File: src/rtl/remora_pkg.sv
// rtl/remora_pkg.sv - shared state type and timer sizing for the step generator bank
package remora_pkg;

   typedef enum logic [1:0] {
      ST_IDLE,
      ST_DIR_WAIT,
      ST_HIGH,
      ST_LOW
   } step_state_e;

   // Timers are sized for the largest legal pulse/setup length so every
   // channel shares one width regardless of its parameters.
   localparam int MAX_TIMER_CYC = 4095;
   localparam int TIMER_W       = $clog2(MAX_TIMER_CYC + 1);

endpackage

File: src/rtl/stepgen_channel.sv
// rtl/stepgen_channel.sv - one step/dir channel: phase accumulator, pulse FSM, position count
module stepgen_channel
   import remora_pkg::*;
#(
   parameter int ACC_W         = 32,
   parameter int PULSE_CYC     = 96,
   parameter int DIR_SETUP_CYC = 96
) (
   input  logic             sysclk,
   input  logic             rst_n,
   input  logic             enable_i,
   input  logic             halt_i,
   input  logic [ACC_W-1:0] freq_cmd_i,
   output logic [ACC_W-1:0] feedback_o,
   output logic             stp_o,
   output logic             dir_o,
   output logic             overrun_o
);

   localparam logic [TIMER_W-1:0] PULSE_LOAD = TIMER_W'(PULSE_CYC - 1);
   localparam logic [TIMER_W-1:0] DIR_LOAD   = TIMER_W'(DIR_SETUP_CYC - 1);

   step_state_e        state;
   logic [TIMER_W-1:0] timer;
   logic [ACC_W-1:0]   acc;
   logic               pending;
   logic               pend_dir;

   logic               active;
   logic               carry;
   logic               enter_high;
   logic [ACC_W-1:0]   mag;
   logic [ACC_W-1:0]   sum;

   always_comb begin
      active = enable_i & ~halt_i;
      // Two's-complement negate; the most negative command maps to 2^(ACC_W-1).
      mag = freq_cmd_i[ACC_W-1] ? (~freq_cmd_i + ACC_W'(1)) : freq_cmd_i;
      {carry, sum} = {1'b0, acc} + {1'b0, mag};
      enter_high = 1'b0;
      case (state)
         ST_IDLE:     enter_high = active & pending & (pend_dir == dir_o);
         ST_DIR_WAIT: enter_high = (timer == '0);
         default:     enter_high = 1'b0;
      endcase
   end

   always_ff @(posedge sysclk or negedge rst_n) begin
      if (!rst_n) begin
         state      <= ST_IDLE;
         timer      <= '0;
         acc        <= '0;
         pending    <= 1'b0;
         pend_dir   <= 1'b0;
         stp_o      <= 1'b0;
         dir_o      <= 1'b0;
         feedback_o <= '0;
         overrun_o  <= 1'b0;
      end else begin
         acc <= active ? sum : '0;

         // A carry landing on the HIGH-entry edge re-arms pending rather than overrunning.
         if (!active) begin
            pending <= 1'b0;
         end else if (carry) begin
            if (pending && !enter_high) begin
               overrun_o <= 1'b1;
            end else begin
               pending  <= 1'b1;
               pend_dir <= ~freq_cmd_i[ACC_W-1];
            end
         end else if (enter_high) begin
            pending <= 1'b0;
         end

         if (enter_high) begin
            state      <= ST_HIGH;
            stp_o      <= 1'b1;
            timer      <= PULSE_LOAD;
            feedback_o <= dir_o ? feedback_o + ACC_W'(1) : feedback_o - ACC_W'(1);
         end else begin
            case (state)
               ST_IDLE: begin
                  if (active && pending) begin
                     dir_o <= pend_dir;
                     state <= ST_DIR_WAIT;
                     timer <= DIR_LOAD;
                  end
               end
               ST_DIR_WAIT: timer <= timer - TIMER_W'(1);
               ST_HIGH: begin
                  if (timer == '0) begin
                     state <= ST_LOW;
                     stp_o <= 1'b0;
                     timer <= PULSE_LOAD;
                  end else begin
                     timer <= timer - TIMER_W'(1);
                  end
               end
               ST_LOW: begin
                  if (timer == '0) begin
                     state <= ST_IDLE;
                  end else begin
                     timer <= timer - TIMER_W'(1);
                  end
               end
               default: state <= ST_IDLE;
            endcase
         end
      end
   end

endmodule

File: src/rtl/stepgen_bank.sv
// rtl/stepgen_bank.sv - bank of independent step/dir generators with packed command/feedback buses
module stepgen_bank #(
   parameter int NUM_CH        = 5,
   parameter int ACC_W         = 32,
   parameter int PULSE_CYC     = 96,
   parameter int DIR_SETUP_CYC = 96
) (
   input  logic                    sysclk,
   input  logic                    rst_n,
   input  logic [NUM_CH-1:0]       enable_i,
   input  logic                    halt_i,
   input  logic [NUM_CH*ACC_W-1:0] freq_cmd_i,
   output logic [NUM_CH*ACC_W-1:0] feedback_o,
   output logic [NUM_CH-1:0]       stp_o,
   output logic [NUM_CH-1:0]       dir_o,
   output logic [NUM_CH-1:0]       overrun_o
);

   for (genvar g = 0; g < NUM_CH; g++) begin : g_ch
      stepgen_channel #(
         .ACC_W         (ACC_W),
         .PULSE_CYC     (PULSE_CYC),
         .DIR_SETUP_CYC (DIR_SETUP_CYC)
      ) u_ch (
         .sysclk     (sysclk),
         .rst_n      (rst_n),
         .enable_i   (enable_i[g]),
         .halt_i     (halt_i),
         .freq_cmd_i (freq_cmd_i[g*ACC_W +: ACC_W]),
         .feedback_o (feedback_o[g*ACC_W +: ACC_W]),
         .stp_o      (stp_o[g]),
         .dir_o      (dir_o[g]),
         .overrun_o  (overrun_o[g])
      );
   end

endmodule
File: config.mk
export PLATFORM = sky130hd
export DESIGN_NAME = stepgen_bank
export DESIGN_NICKNAME = d
export VERILOG_FILES = /design/src/rtl/remora_pkg.sv /design/src/rtl/stepgen_channel.sv /design/src/rtl/stepgen_bank.sv
export SDC_FILE = /design/constraint.sdc
export NUM_CORES = 1
export LEC_CHECK = 0
export BUFFER_PORTS_ARGS = -buffer_cell sky130_fd_sc_hd__buf_2
export CORE_MARGIN = 2
export CORE_UTILIZATION = 35
export DETAILED_ROUTE_END_ITERATION = 7
export SYNTH_ARGS = -nofsm -noshare
export SYNTH_HDL_FRONTEND = slang
export SYNTH_SLANG_ARGS = --single-unit
File: constraint.sdc
create_clock -name sysclk -period 7.2 [get_ports sysclk]
set_input_delay 0.36 -clock sysclk [delete_from_list [all_inputs] [get_ports sysclk]]
set_output_delay 0.36 -clock sysclk [all_outputs]
set_load 0.03 [all_outputs]
==> flow_summary_export.csv <==
group,metric,value,unit
routing,postRouteAntennaNets,0,
setup_path,worstPathArrival,5.10,ns
yosys,synthMostInstantiatedCell,"nand2_1",
grt,antenna_found_initial,15,
place,port_buffers,342,
timing,fin_crit,4.53,ns
setup_path,worstPathMaxFanout,5,
timing,hold_viol_final,0,
grt,grt_pass1_wl,139,mm
layout,area_delta_synth_final,14.7,%
clock_tree,cts_htree_levels,2,
status,run_status,"complete, no violations",
setup_path,reg2reg_slack,2.67,ns
timing,fin_tns_setup,0,ns
timing,setup_viol,0,
timing,skew,0.0259,ns
floorplan,dieArea,96600,µm²
place,place_area,36000,µm²
routing,dr_total_vias,28500,
layout,fin_util,40.5,%
grt,met1_usage,23.4,%
hold_path,hp-class,"primary input to flip-flop",
yosys,yosysUniqueCellTypes,75,
yosys,synth_edf_count,0,
timing,slew_headroom,34.0,%
routing,firstDrtPassIters,5,
yosys,yosys.area.top_type,"dfrtp_1",
yosys,ys_async_sr_fraction,100,%
layout,nNetsFinal,4661,
setup_path,worstReg2RegStart,"g_ch[1].u_ch.dir_o",
setup_path,required,7.77,ns
hold_path,min_path_cells,3,
clock_tree,clockBufferDepth,3,
place,hpwl,62.5,mm
grt,first_global_vias,27100,
yosys,netlist_area,32900,µm²
floorplan,die_x,311,µm
setup_path,startpoint_type,"primary input",
routing,detail_route.wl_per_cell,15.3,µm
grt,grt_busiest_layer,"met2",
clock_tree,clock-sinks,415,
grt,grt_util_met2,27.5,%
clock_tree,cts_made_buffers,54,
timing,finalMaxSlewViolations,0,
yosys,syn-instance-count,3843,
hold_path,hp-start,"freq_cmd_i[96]",
grt,grtUsageTotal,17.0,%
pwr,p_per_area,179,nW/µm²
yosys,synth_fp_nets,4341,
hold_path,min_to,"g_ch[3].u_ch.acc[0]",
place,globalplace.congestion,0.872,
floorplan,pin_count,343,
floorplan,die_h,311,µm
floorplan,core,93300,µm²
clock_tree,cts_tree,"done",
clock_tree,clkLatencyLatePin,0.64,ns
yosys,synth_seq_cells,415,
setup_path,critPathCaptureType,"flip-flop",
pwr,power_leakage,18.0,nW
layout,drive_above_1_share,11.7,%
setup_path,critPathKind,"primary input to flip-flop",
grt,grt_use_met3,3.19,%
pwr,vdd_drop_max,0.000178,V
clock_tree,cts_setup_buffers,0,
routing,drt_iter0_markers,1519,
timing,post-route-period-util,62.9,%
timing,clock.fmax,0.221,GHz
yosys,seq_area_frac_synth,31.5,%
grt,grt-ovfl-total,0,
routing,viasPerCell,5.21,
layout,stdcell_area,37800,µm²
grt,grt_max_degree,147,
setup_path,worstRegToRegCells,12,
yosys,synth_warnings,0,
pwr,total_power,6.75,mW
yosys,yosys-top-cells-count,"nand2_1 (416), dfrtp_1 (415), o21ai_0 (358)",
yosys,ys.flop_type,"dfrtp_1",
job,cap_violations,0,
routing,drc,0,
clock_tree,clk_pin_slew_worst_paths,0.06,ns
yosys,yosys-top-cells-area,"dfrtp_1 (32%), ha_1 (12%), xnor2_1 (7.8%), o21ai_0 (5.4%), nand2_1 (4.7%)",
setup_path,reg2reg_to,"g_ch[1].u_ch.feedback_o[31]",
yosys,synth.top_cell.area_share,31.5,%
floorplan,rows,112,
clock_tree,root_buffer,"clkbuf_16",
timing,tightest_slew,0.976,ns
yosys,syn_area_per_cell,8.57,µm²
floorplan,initial_core_util,35.3,%
routing,drt-total-wl,83.7,mm
timing,rsz0062_at_grt,"false",
## through the flow
| stage | hold WS [ns] | worst slack (ns) | cells |
|---|---|---|---|
| floorplan | 0.0644 | 2.57 | 3843 |
| CTS | 0.0150 | 2.62 | 5457 |
| global placement | 0.433 | 2.18 | 5360 |
| detailed placement | 0.431 | 2.14 | 5360 |
| global route | 0.0396 | 2.29 | 5462 |
| finish | 0.0766 | 2.67 | 5464 |
## worst max path at each step
stage                            start                     endpoint  slack [ns]  depth (start not counted)
detailed placement      freq_cmd_i[74]         g_ch[2].u_ch.pending        2.14                         20
finish                  freq_cmd_i[74]         g_ch[2].u_ch.pending        2.67                         17
global placement        freq_cmd_i[74]         g_ch[2].u_ch.pending        2.18                         20
floorplan               freq_cmd_i[74]         g_ch[2].u_ch.pending        2.57                         19
global route        g_ch[1].u_ch.dir_o  g_ch[1].u_ch.feedback_o[31]        2.29                         12
CTS                 g_ch[1].u_ch.dir_o  g_ch[1].u_ch.feedback_o[31]        2.62                         12
## what timing repair did
item / in CTS / in global routing
resized for setup: 0 / 0
hold endpoints to repair: 81 / 0
hold buffers: 1 / 0
## flip-flops by register name, indices dropped and copies added (netlist names)
name / cells
g_ch.u_ch.overrun_o: 5
g_ch.u_ch.stp_o: 5
g_ch.u_ch.timer: 60
g_ch.u_ch.feedback_o: 160
g_ch.u_ch.dir_o: 5
g_ch.u_ch.acc: 160
g_ch.u_ch.state: 10
g_ch.u_ch.pending: 5
g_ch.u_ch.pend_dir: 5
## placed cells by master (no fill, tap or decap), drive strengths merged, types with 24 or more instances in the layout
| cell type | n |
|---|---|
| o21bai | 35 |
| or4 | 33 |
| ha | 320 |
| o21ai | 358 |
| and3 | 24 |
| nor3 | 84 |
| xor2 | 149 |
| nor2 | 311 |
| xnor2 | 293 |
| o21a | 52 |
| buf | 362 |
| o41ai | 25 |
| nand2b | 64 |
| clkbuf | 83 |
| a31oi | 25 |
| nand2 | 416 |
| a21o | 164 |
| dfrtp | 415 |
| o31ai | 64 |
| or3 | 54 |
| nand4 | 26 |
| nand3 | 74 |
| a211oi | 44 |
| nor2b | 51 |
| a21oi | 258 |
| inv | 114 |
| and2 | 28 |
## logic make-up (layout without fill, tap and decap cells)
kind of cell,count (synthesis),in the layout,synth area share (%)
fa+ha+maj,330,330,12.8
buf+inv,212,572,2.59
xor+xnor,442,442,11.8
simple gates,1247,1247,18.0
mux,21,21,0.680
compound gates,1176,1176,22.6
other cells,0,7,0
flops,415,415,31.5
## metal layers
metal	wire [µm]	share of wire [%]
met1	40400	48
met4	1670	2.0
met3	3700	4.4
met2	37800	45
met5	104	0.12
## report_power, final
| part | switching, mW | leakage [nW] | internal, mW | total, mW |
|---|---|---|---|---|
| clock | 1.10 | 0.865 | 1.65 | 2.75 |
| combinational | 0.880 | 12.2 | 0.647 | 1.53 |
| sequential | 0.0355 | 4.89 | 2.43 | 2.47 |
| total | 2.02 | 18.0 | 4.73 | 6.75 |
## area by class of cell
cell class              count  area, µm²
diodes                      7       17.5
clock buffers              83       1550
clock inverters            13        220
fillers                  9496      55500
inverters                 113        424
multi-input cells        3216      21700
flip-flops and latches    415      10400
well taps                1254       1570
repair buffers            363       1910
## worst max-delay path, cell delays in order
cell       delay, ns
buf_2           0.12
or4_1           0.54
or2_1           0.23
or4_1           0.45
or3_4           0.36
or3_4           0.35
nand2_1         0.09
xnor2_1         0.07
ha_1            0.37
a211oi_1        0.14
a21o_1          0.23
a2111oi_0       0.65
nor2_1          0.24
o31ai_1         0.41
and2_1          0.22
o22ai_1         0.11
a21oi_1         0.14
(Power assumes the default switching activity.)
